`src/rtl/score_accumulator.sv`:
```
// Rhythm-game score keeper: turns per-hit judgements into a saturating score,
// a combo count and a max-combo count, gated by an IDLE/PLAY/DONE phase FSM.
module score_accumulator #(
    parameter int unsigned PTS_OK      = 1,
    parameter int unsigned PTS_GOOD    = 2,
    parameter int unsigned PTS_PERFECT = 5,
    parameter int unsigned COMBO_X2    = 10,
    parameter int unsigned COMBO_X3    = 30,
    parameter int unsigned COMBO_X4    = 50,
    parameter int unsigned SCORE_MAX   = 9999
) (
    input  logic        segclk,
    input  logic        clr,
    input  logic        game_start,
    input  logic        game_end,
    input  logic        hit_valid,
    input  logic [1:0]  hit_grade,
    output logic [14:0] score,
    output logic [7:0]  combo,
    output logic [7:0]  max_combo,
    output logic        playing,
    output logic        game_over
);

    typedef enum logic [1:0] {
        S_IDLE = 2'd0,
        S_PLAY = 2'd1,
        S_DONE = 2'd2
    } state_t;

    localparam logic [1:0]  GRADE_MISS    = 2'd0;
    localparam logic [1:0]  GRADE_OK      = 2'd1;
    localparam logic [1:0]  GRADE_GOOD    = 2'd2;
    localparam logic [1:0]  GRADE_PERFECT = 2'd3;
    localparam logic [7:0]  COMBO_SAT     = 8'hFF;
    localparam logic [15:0] SCORE_MAX_W   = 16'(SCORE_MAX);

    state_t      state_q, state_d;
    logic [14:0] score_q, score_d;
    logic [7:0]  combo_q, combo_d;
    logic [7:0]  max_combo_q, max_combo_d;
    logic        playing_q, playing_d;
    logic        game_over_q, game_over_d;

    // Datapath for a single judgement, evaluated every cycle and used only in PLAY.
    logic [2:0]  base_pts;
    logic [2:0]  mult;
    logic [5:0]  add_full;
    logic [4:0]  add_pts;
    logic [7:0]  new_combo;
    logic [15:0] score_sum;
    logic [14:0] score_sat;

    always_comb begin
        base_pts = 3'd0;
        case (hit_grade)
            GRADE_OK:      base_pts = 3'(PTS_OK);
            GRADE_GOOD:    base_pts = 3'(PTS_GOOD);
            GRADE_PERFECT: base_pts = 3'(PTS_PERFECT);
            default:       base_pts = 3'd0;
        endcase

        new_combo = (combo_q == COMBO_SAT) ? COMBO_SAT : combo_q + 8'd1;

        if (new_combo >= 8'(COMBO_X4)) begin
            mult = 3'd4;
        end else if (new_combo >= 8'(COMBO_X3)) begin
            mult = 3'd3;
        end else if (new_combo >= 8'(COMBO_X2)) begin
            mult = 3'd2;
        end else begin
            mult = 3'd1;
        end

        // Largest product is 5*4=20, so five bits always hold it.
        add_full  = {3'd0, base_pts} * {3'd0, mult};
        add_pts   = add_full[4:0];
        score_sum = {1'b0, score_q} + {11'd0, add_pts};
        score_sat = (score_sum > SCORE_MAX_W) ? SCORE_MAX_W[14:0] : score_sum[14:0];
    end

    always_comb begin
        state_d     = state_q;
        score_d     = score_q;
        combo_d     = combo_q;
        max_combo_d = max_combo_q;

        case (state_q)
            S_IDLE: begin
                if (game_start) begin
                    state_d     = S_PLAY;
                    score_d     = 15'd0;
                    combo_d     = 8'd0;
                    max_combo_d = 8'd0;
                end
            end
            S_PLAY: begin
                if (game_start) begin
                    // Restart wins over a simultaneous hit, which is dropped.
                    score_d     = 15'd0;
                    combo_d     = 8'd0;
                    max_combo_d = 8'd0;
                end else begin
                    if (hit_valid) begin
                        if (hit_grade == GRADE_MISS) begin
                            combo_d = 8'd0;
                        end else begin
                            score_d     = score_sat;
                            combo_d     = new_combo;
                            max_combo_d = (new_combo > max_combo_q) ? new_combo : max_combo_q;
                        end
                    end
                    if (game_end) begin
                        state_d = S_DONE;
                    end
                end
            end
            S_DONE: begin
                if (game_start) begin
                    state_d     = S_PLAY;
                    score_d     = 15'd0;
                    combo_d     = 8'd0;
                    max_combo_d = 8'd0;
                end
            end
            default: begin
                state_d = S_IDLE;
            end
        endcase

        playing_d   = (state_d == S_PLAY);
        game_over_d = (state_d == S_DONE);
    end

    always_ff @(posedge segclk or posedge clr) begin
        if (clr) begin
            state_q     <= S_IDLE;
            score_q     <= 15'd0;
            combo_q     <= 8'd0;
            max_combo_q <= 8'd0;
            playing_q   <= 1'b0;
            game_over_q <= 1'b0;
        end else begin
            state_q     <= state_d;
            score_q     <= score_d;
            combo_q     <= combo_d;
            max_combo_q <= max_combo_d;
            playing_q   <= playing_d;
            game_over_q <= game_over_d;
        end
    end

    assign score     = score_q;
    assign combo     = combo_q;
    assign max_combo = max_combo_q;
    assign playing   = playing_q;
    assign game_over = game_over_q;

endmodule

```
`config.mk`:
```
export PLATFORM = sky130hd
export DESIGN_NAME = score_accumulator
export DESIGN_NICKNAME = d
export VERILOG_FILES = /design/src/rtl/score_accumulator.sv
export SDC_FILE = /design/constraint.sdc
export NUM_CORES = 1
export LEC_CHECK = 0
export ABC_CLOCK_PERIOD_IN_PS = 11000
export CAP_MARGIN = 20
export CORE_ASPECT_RATIO = 2
export CORE_UTILIZATION = 42
export CTS_CLUSTER_SIZE = 16
export DETAILED_ROUTE_END_ITERATION = 10
export SLEW_MARGIN = 20
export SYNTH_ARGS = -nofsm -noshare
export SYNTH_HDL_FRONTEND = slang
export SYNTH_SLANG_ARGS = --single-unit
```
`constraint.sdc`:
```
create_clock -name segclk -period 11 [get_ports segclk]
set_clock_uncertainty 0.2 [all_clocks]
set_input_delay 1.1 -clock segclk [delete_from_list [all_inputs] [get_ports segclk]]
set_output_delay 1.1 -clock segclk [all_outputs]
set_load 0.01 [all_outputs]
```
Word level (Yosys, flattened, before mapping)
Index checks and enable logic that the tools add are counted.
{"block": "word_totals", "regBits": 35}
{"block": "classes", "addsub": 2, "n_mul": 1, "order_cmp": 5, "eq_ne": 12, "n_mux": 25, "reduce_logical": 7}
{"operator": "$mux W15", "n": 5}
{"operator": "$mux W8", "n": 9}
{"operator": "$pmux W8 S2", "n": 2}
{"operator": "$pmux W15 S2", "n": 1}
{"operator": "$add A15 B5 Y16", "n": 1}
{"operator": "$gt A16 B14 Y1 const B", "n": 1}
{"operator": "$mux W2", "n": 5}
{"operator": "$ne A3 B3 Y1 const B", "n": 3}
{"operator": "$pmux W3 S3", "n": 1}
{"operator": "$add A8 B1 Y8 const B", "n": 1}
{"operator": "$eq A2 B2 Y1 const B", "n": 4}
{"operator": "$eq A8 B8 Y1 const B", "n": 1}
{"operator": "$ge A8 B4 Y1 const B", "n": 1}
{"operator": "$ge A8 B5 Y1 const B", "n": 1}
{"operator": "$ge A8 B6 Y1 const B", "n": 1}
{"operator": "$gt A8 B8 Y1", "n": 1}
{"operator": "$eq A2 B1 Y1 const B", "n": 3}
{"operator": "$mul A3 B3 Y5", "n": 1}
{"operator": "$reduce_and A5 Y1", "n": 1}
{"operator": "$logic_not A2 Y1", "n": 2}
{"operator": "$pmux W2 S2", "n": 1}
{"operator": "$reduce_and A4 Y1", "n": 1}
{"operator": "$mux W3", "n": 1}
{"operator": "$reduce_and A3 Y1", "n": 1}
{"operator": "other kinds (3)", "n": 3}

Longest topological paths before layout
{"block": "logic_depth", "ltp_word": 14, "ltp_mapped": 26, "depth_no_buf": 24}

Least setup slack after synthesis
OpenSTA, ideal clock, no wires.
{"block": "synth_timing", "path_type": "reg2reg", "from": "reg combo_q[0] (netlist: combo[0])", "to": "reg score_q[6] (netlist: score[6])", "setup_time_ns": 0.124, "t_arrival_ns": 5.420, "t_required_ns": 10.676, "path_slack_ns": 5.256, "stages_incl_launch_ff": 25, "n_path_buf": 1, "cell_sequence": "dfrtp_1 -> ha_1 -> and3_1 -> nand4_1 -> and2_1 -> inv_1 -> nor2_1 -> nand2_1 -> a31oi_1 -> o31ai_1 -> or2_2 -> fa_1 -> inv_1 -> ha_1 -> fa_1 -> ha_1 -> o21ai_0 -> o21ai_1 -> o2111ai_2 -> xnor2_1 -> o32a_2 -> o211a_1 -> buf_6 -> or3b_1 -> nand3_1"}
{"block": "synth_between", "elab_chain_len": 14, "word_cells_on_any_way": 17, "classes_between": "add/sub (2); mul (1); order compare (4); eq/ne (1); mux (9)"}
{"element": "from (decl)", "line_no": "40", "text": "logic [7:0] combo_q, combo_d;"}
{"element": "from (signal assigned)", "line_no": "146", "text": "combo_q <= combo_d;"}
{"element": "$add A8 B1 Y8 / $eq A8 B8 Y1 (equally long branches)", "line_no": "63", "text": "new_combo = (combo_q == COMBO_SAT) ? COMBO_SAT : combo_q + 8'd1;"}
{"element": "$mux W8 *", "line_no": "63"}
{"element": "$ge A8 B4 Y1", "line_no": "69", "text": "end else if (new_combo >= 8'(COMBO_X2)) begin"}
{"element": "$mux W2", "line_no": "69"}
{"element": "$mux W2", "line_no": "67", "text": "end else if (new_combo >= 8'(COMBO_X3)) begin"}
{"element": "$mux W3 *", "line_no": "65", "text": "if (new_combo >= 8'(COMBO_X4)) begin"}
{"element": "$mul A3 B3 Y5 *", "line_no": "76", "text": "add_full = {3'd0, base_pts} * {3'd0, mult};"}
{"element": "$add A15 B5 Y16 *", "line_no": "78", "text": "score_sum = {1'b0, score_q} + {11'd0, add_pts};"}
{"element": "$gt A16 B14 Y1", "line_no": "79", "text": "score_sat = (score_sum > SCORE_MAX_W) ? SCORE_MAX_W[14:0] : score_sum[14:0];"}
{"element": "$mux W15 *", "line_no": "79"}
{"element": "$mux W15 *", "line_no": "105", "text": "if (hit_grade == GRADE_MISS) begin"}
{"element": "$mux W15 *", "line_no": "104", "text": "if (hit_valid) begin"}
{"element": "$mux W15 *", "line_no": "98", "text": "if (game_start) begin"}
{"element": "$pmux W15 S2 *", "line_no": "88", "text": "case (state_q)"}
{"element": "to (signal assigned)", "line_no": "145", "text": "score_q <= score_d;"}
{"element": "to (decl)", "line_no": "39", "text": "logic [14:0] score_q, score_d;"}
Every way passes the cells marked *; elsewhere a longest branch is shown, timed or not. The select of a mux whose other input is x is not followed.
A chain may end at the register's enable or synchronous reset.

Final worst setup path
Ends and elaborated chain as after synthesis.

==> impl_metrics.toml <==
[clocking]
cts_inserted_buffers = 5
clkSlewWorstSetupHoldPaths_ns = 0.06
post-cts-setup-buffer-count = 0
cts.repair.resized = 0
cts_hold_buffers = 0
clk_path_buf_depth = 2
clk-insertion-delay-late_ns = 0.29
clk_root_buffer_cell = "sky130_fd_sc_hd__clkbuf_16"
numClockSinks = 35
tritoncts = "yes"
cts_max_level = 2

[status]
violations = "DRC"
outcome = "finished with violations"

[critical_path]
cp.required_ns = 11.03
slowest_delay_ns = 0.50
top_fanout_value_on_the_critical_path = 14
cp_slowest_cell = "sky130_fd_sc_hd__fa_1"
startpoint = "combo[0]$_DFFE_PP0P_"
cpLargestDelayFamily = "simple AND/OR/NAND/NOR gates"
critical_path.most_common_cell = "sky130_fd_sc_hd__ha_1"
worstPathArrival_ns = 6.41
criticalPathCategory = "reg2reg"
timing.rr.start = "combo[0]$_DFFE_PP0P_"
buffering_stage_count_on_the_worst_path_with_inverters_included = 2
crit_path_cell_trace = "ha_1 -> and3_1 -> nand4_1 -> and2_1 -> inv_1 -> nor2_1 -> nand2_1 -> a31oi_1 -> o31ai_1 -> or2_2 -> fa_1 -> inv_1 -> ha_1 -> fa_1 -> xor2_1 -> ha_1 -> nor2_1 -> o21ai_1 -> o21a_1 -> and3_1 -> xnor2_1 -> o211a_1 -> or3b_1 -> nand3_1"
crit_path_end_kind = "flip-flop"
worstSetupStartpointType = "flip-flop"

[yosys]
post_synth_most_frequent_cells = "sky130_fd_sc_hd__dfrtp_1, sky130_fd_sc_hd__nand2_1, sky130_fd_sc_hd__inv_1, sky130_fd_sc_hd__o21ai_0, sky130_fd_sc_hd__nor2_1"
synth_largest_type_area_fraction = 0.3443
ys_seq_elements = 35
postSynth.asyncResetShare = 1.000
seq_area_frac_synth = 0.3443
synth_enable_flop_cells = 0
synthesis.area_per_instance_um2 = 8.652
ys_dominant_reg_cell = "sky130_fd_sc_hd__dfrtp_1"
most_common_cell_in_the_netlist = "sky130_fd_sc_hd__dfrtp_1"
synth_area_um2 = 2544
synthesis.nets = 320
yosys_warnings = 0
synth.distinct_cells = 45
synth_top_area_cell = "sky130_fd_sc_hd__dfrtp_1"
post_synth_main_area_contributors = "sky130_fd_sc_hd__dfrtp_1, sky130_fd_sc_hd__ha_1, sky130_fd_sc_hd__o21ai_0"
syn-instance-count = 294

[floorplan]
io_pins = 40
coreArea_um2 = 5758
die_height_um = 112.1
design.die.area_um2 = 6391
floorplan.initialDensity = 0.4418
placementRows = 39
dieWidth_um = 57.03

[routing]
drt-initial-drc-count = 68
post_drt_via_cell_ratio = 5.715
drt_wl_total_um = 6567
route.detailed.drc = 4
routed_wire_length_per_instance_um = 16.58
num_vias = 2263
detail_route.first_pass.iterations = 7
detail-route-antenna-nets = 0

[sta]
hold_viol = 0
maximum_frequency_from_static_timing_analysis_ghz = 0.1568
tns_ns = 0
final_min_period_over_clock_period = 0.5799
setup_violations = 0
finalCriticalPeriod_ns = 6.379
timing_max_transition_violations_final = 0
timing_worst_slew_pin_value_ns = 0.6799
maxSlewHeadroom = 0.5442
setup_repair_after_global_routing_missed_its_margin = "false"

[global_route]
number_of_antenna_violations_at_the_first_check_in_global_routing = 0
grt_pass1_wl_um = 10830
gr-total-overflow = 0
maximum_number_of_pins_on_one_net_before_global_route_repair = 36
vias_in_the_first_global_route = 2317
grt_usage = 0.2224

[hold_path]
hold_class = "reg2reg"
min-delay-start = "score[0]$_DFFE_PP0P_"

[final_layout]
layout-drive-gt1-share = 0.07463
flow.area_growth_from_synthesis_pct = 23.07
stdcell_area_um2 = 3131
n_antenna_cell = 0
fillCellCount = 544
num-nets-final = 361

[job]
maxCapViolCount = 0

[power_and_ir_drop]
p_per_area_nw_per_um2 = 106.6
report.power.total_mw = 0.3337
max-vdd-ir-drop_mv = 0.07533
power.static_leakage_nw = 1.458

[place]
globalplace.congestion = 0.8741
post_placement_cell_area_um2 = 2992
place.port_buffers = 39
post-dp-hpwl_um = 5156
[per-layer routing]
| metal | GRT usage | share of wire |
|---|---|---|
| met1 | 0.2164 | 0.36 |
| met2 | 0.4298 | 0.58 |
| met5 | 0 | 0 |
| met3 | 0.02189 | 0.020 |
| met4 | 0.1317 | 0.046 |
[metrics by stage]
stage	util	worst slack (ns)	hold WS, ns	cells
final	0.5437	4.621	0.3037	396
after global routing	0.5437	4.149	0.3563	396
after CTS	0.5437	4.568	0.3119	396
after detailed placement	0.5196	4.623	0.2985	389
after global placement	0.5196	4.719	0.2966	389
after floorplan	-	5.256	0.2977	294
[logic make-up (layout without fill, tap and decap cells)]
| logic type | Yosys count | after routing | synth area share |
|---|---|---|---|
| AO/OA/AOI/OAI | 78 | 78 | 0.2022 |
| XOR/XNOR | 11 | 11 | 0.03788 |
| flip-flops | 35 | 35 | 0.3443 |
| AND/OR/NAND/NOR | 106 | 106 | 0.2105 |
| buffers and inverters | 33 | 74 | 0.05165 |
| adder cells (fa/ha/maj) | 19 | 19 | 0.1023 |
| multiplexers | 12 | 12 | 0.05116 |
[where the power goes]
group	leakage, nW	switching (mW)	internal (mW)	total [mW]
logic	0.909	0.0311	0.0255	0.0566
registers	0.479	0.00501	0.134	0.139
clock network	0.0696	0.0559	0.0826	0.139
total	1.46	0.0920	0.242	0.334
[cells in the final DEF (no fill, tap or decap), types with 2 or more instances in the layout]
cell	count
sky130_fd_sc_hd__clkdlybuf4s50_1	39
sky130_fd_sc_hd__dfrtp_1	35
sky130_fd_sc_hd__nand2_1	30
sky130_fd_sc_hd__inv_1	26
sky130_fd_sc_hd__o21ai_0	23
sky130_fd_sc_hd__nor2_1	22
sky130_fd_sc_hd__a21oi_1	17
sky130_fd_sc_hd__ha_1	16
sky130_fd_sc_hd__nand3_1	11
sky130_fd_sc_hd__xnor2_1	9
sky130_fd_sc_hd__mux2_2	8
sky130_fd_sc_hd__and2_1	7
sky130_fd_sc_hd__o21a_1	6
sky130_fd_sc_hd__and3_1	6
sky130_fd_sc_hd__a21o_1	6
sky130_fd_sc_hd__nand2b_1	6
sky130_fd_sc_hd__nor3_1	5
sky130_fd_sc_hd__nor2b_1	5
sky130_fd_sc_hd__a22o_1	5
sky130_fd_sc_hd__clkbuf_16	5
sky130_fd_sc_hd__o21ai_1	4
sky130_fd_sc_hd__mux2i_1	4
sky130_fd_sc_hd__nand4_1	4
sky130_fd_sc_hd__o31ai_1	3
sky130_fd_sc_hd__fa_1	3
sky130_fd_sc_hd__a31oi_1	2
sky130_fd_sc_hd__or3_1	2
sky130_fd_sc_hd__o2111ai_1	2
sky130_fd_sc_hd__o22ai_1	2
sky130_fd_sc_hd__xor2_1	2
sky130_fd_sc_hd__or2_2	2
sky130_fd_sc_hd__buf_4	2
[path summary, 6_finish.rpt]
check,depth (start not counted),end,slack [ns]
setup / recovery,24,score[6]$_DFFE_PP0P_,4.62
hold / removal,2,score[0]$_DFFE_PP0P_,0.30
setup reg to reg,24,score[6]$_DFFE_PP0P_,4.62
hold reg to reg,2,score[0]$_DFFE_PP0P_,0.30
max in group asynchronous,3,combo[3]$_DFFE_PP0P_,9.23
min in group asynchronous,3,score[14]$_DFFE_PP0P_,1.02
[flip-flops by register name (all words and copies together) (netlist names)]
name,cells
state_q,2
combo,8
max_combo,8
score,15
game_over,1
playing,1
[final cells by class]
class / count / area (um2) / share of cell area
sequential: 35 / 875.8 / 0.2798
multi-input combinational: 226 / 1536 / 0.4908
clock buffer: 5 / 125.1 / 0.03997
timing repair buffer: 41 / 405.4 / 0.1295
clock inverter: 2 / 13.76 / 0.004396
tap: 61 / 76.32 / 0.02438
inverter: 26 / 97.59 / 0.03118
[worst min-delay path, stage by stage (launching register included)]
cell and delay, ns:
sky130_fd_sc_hd__dfrtp_1 0.37, sky130_fd_sc_hd__nand2_1 0.06, sky130_fd_sc_hd__nand2_1 0.05
Note: power is estimated with default switching activity, not from simulation.
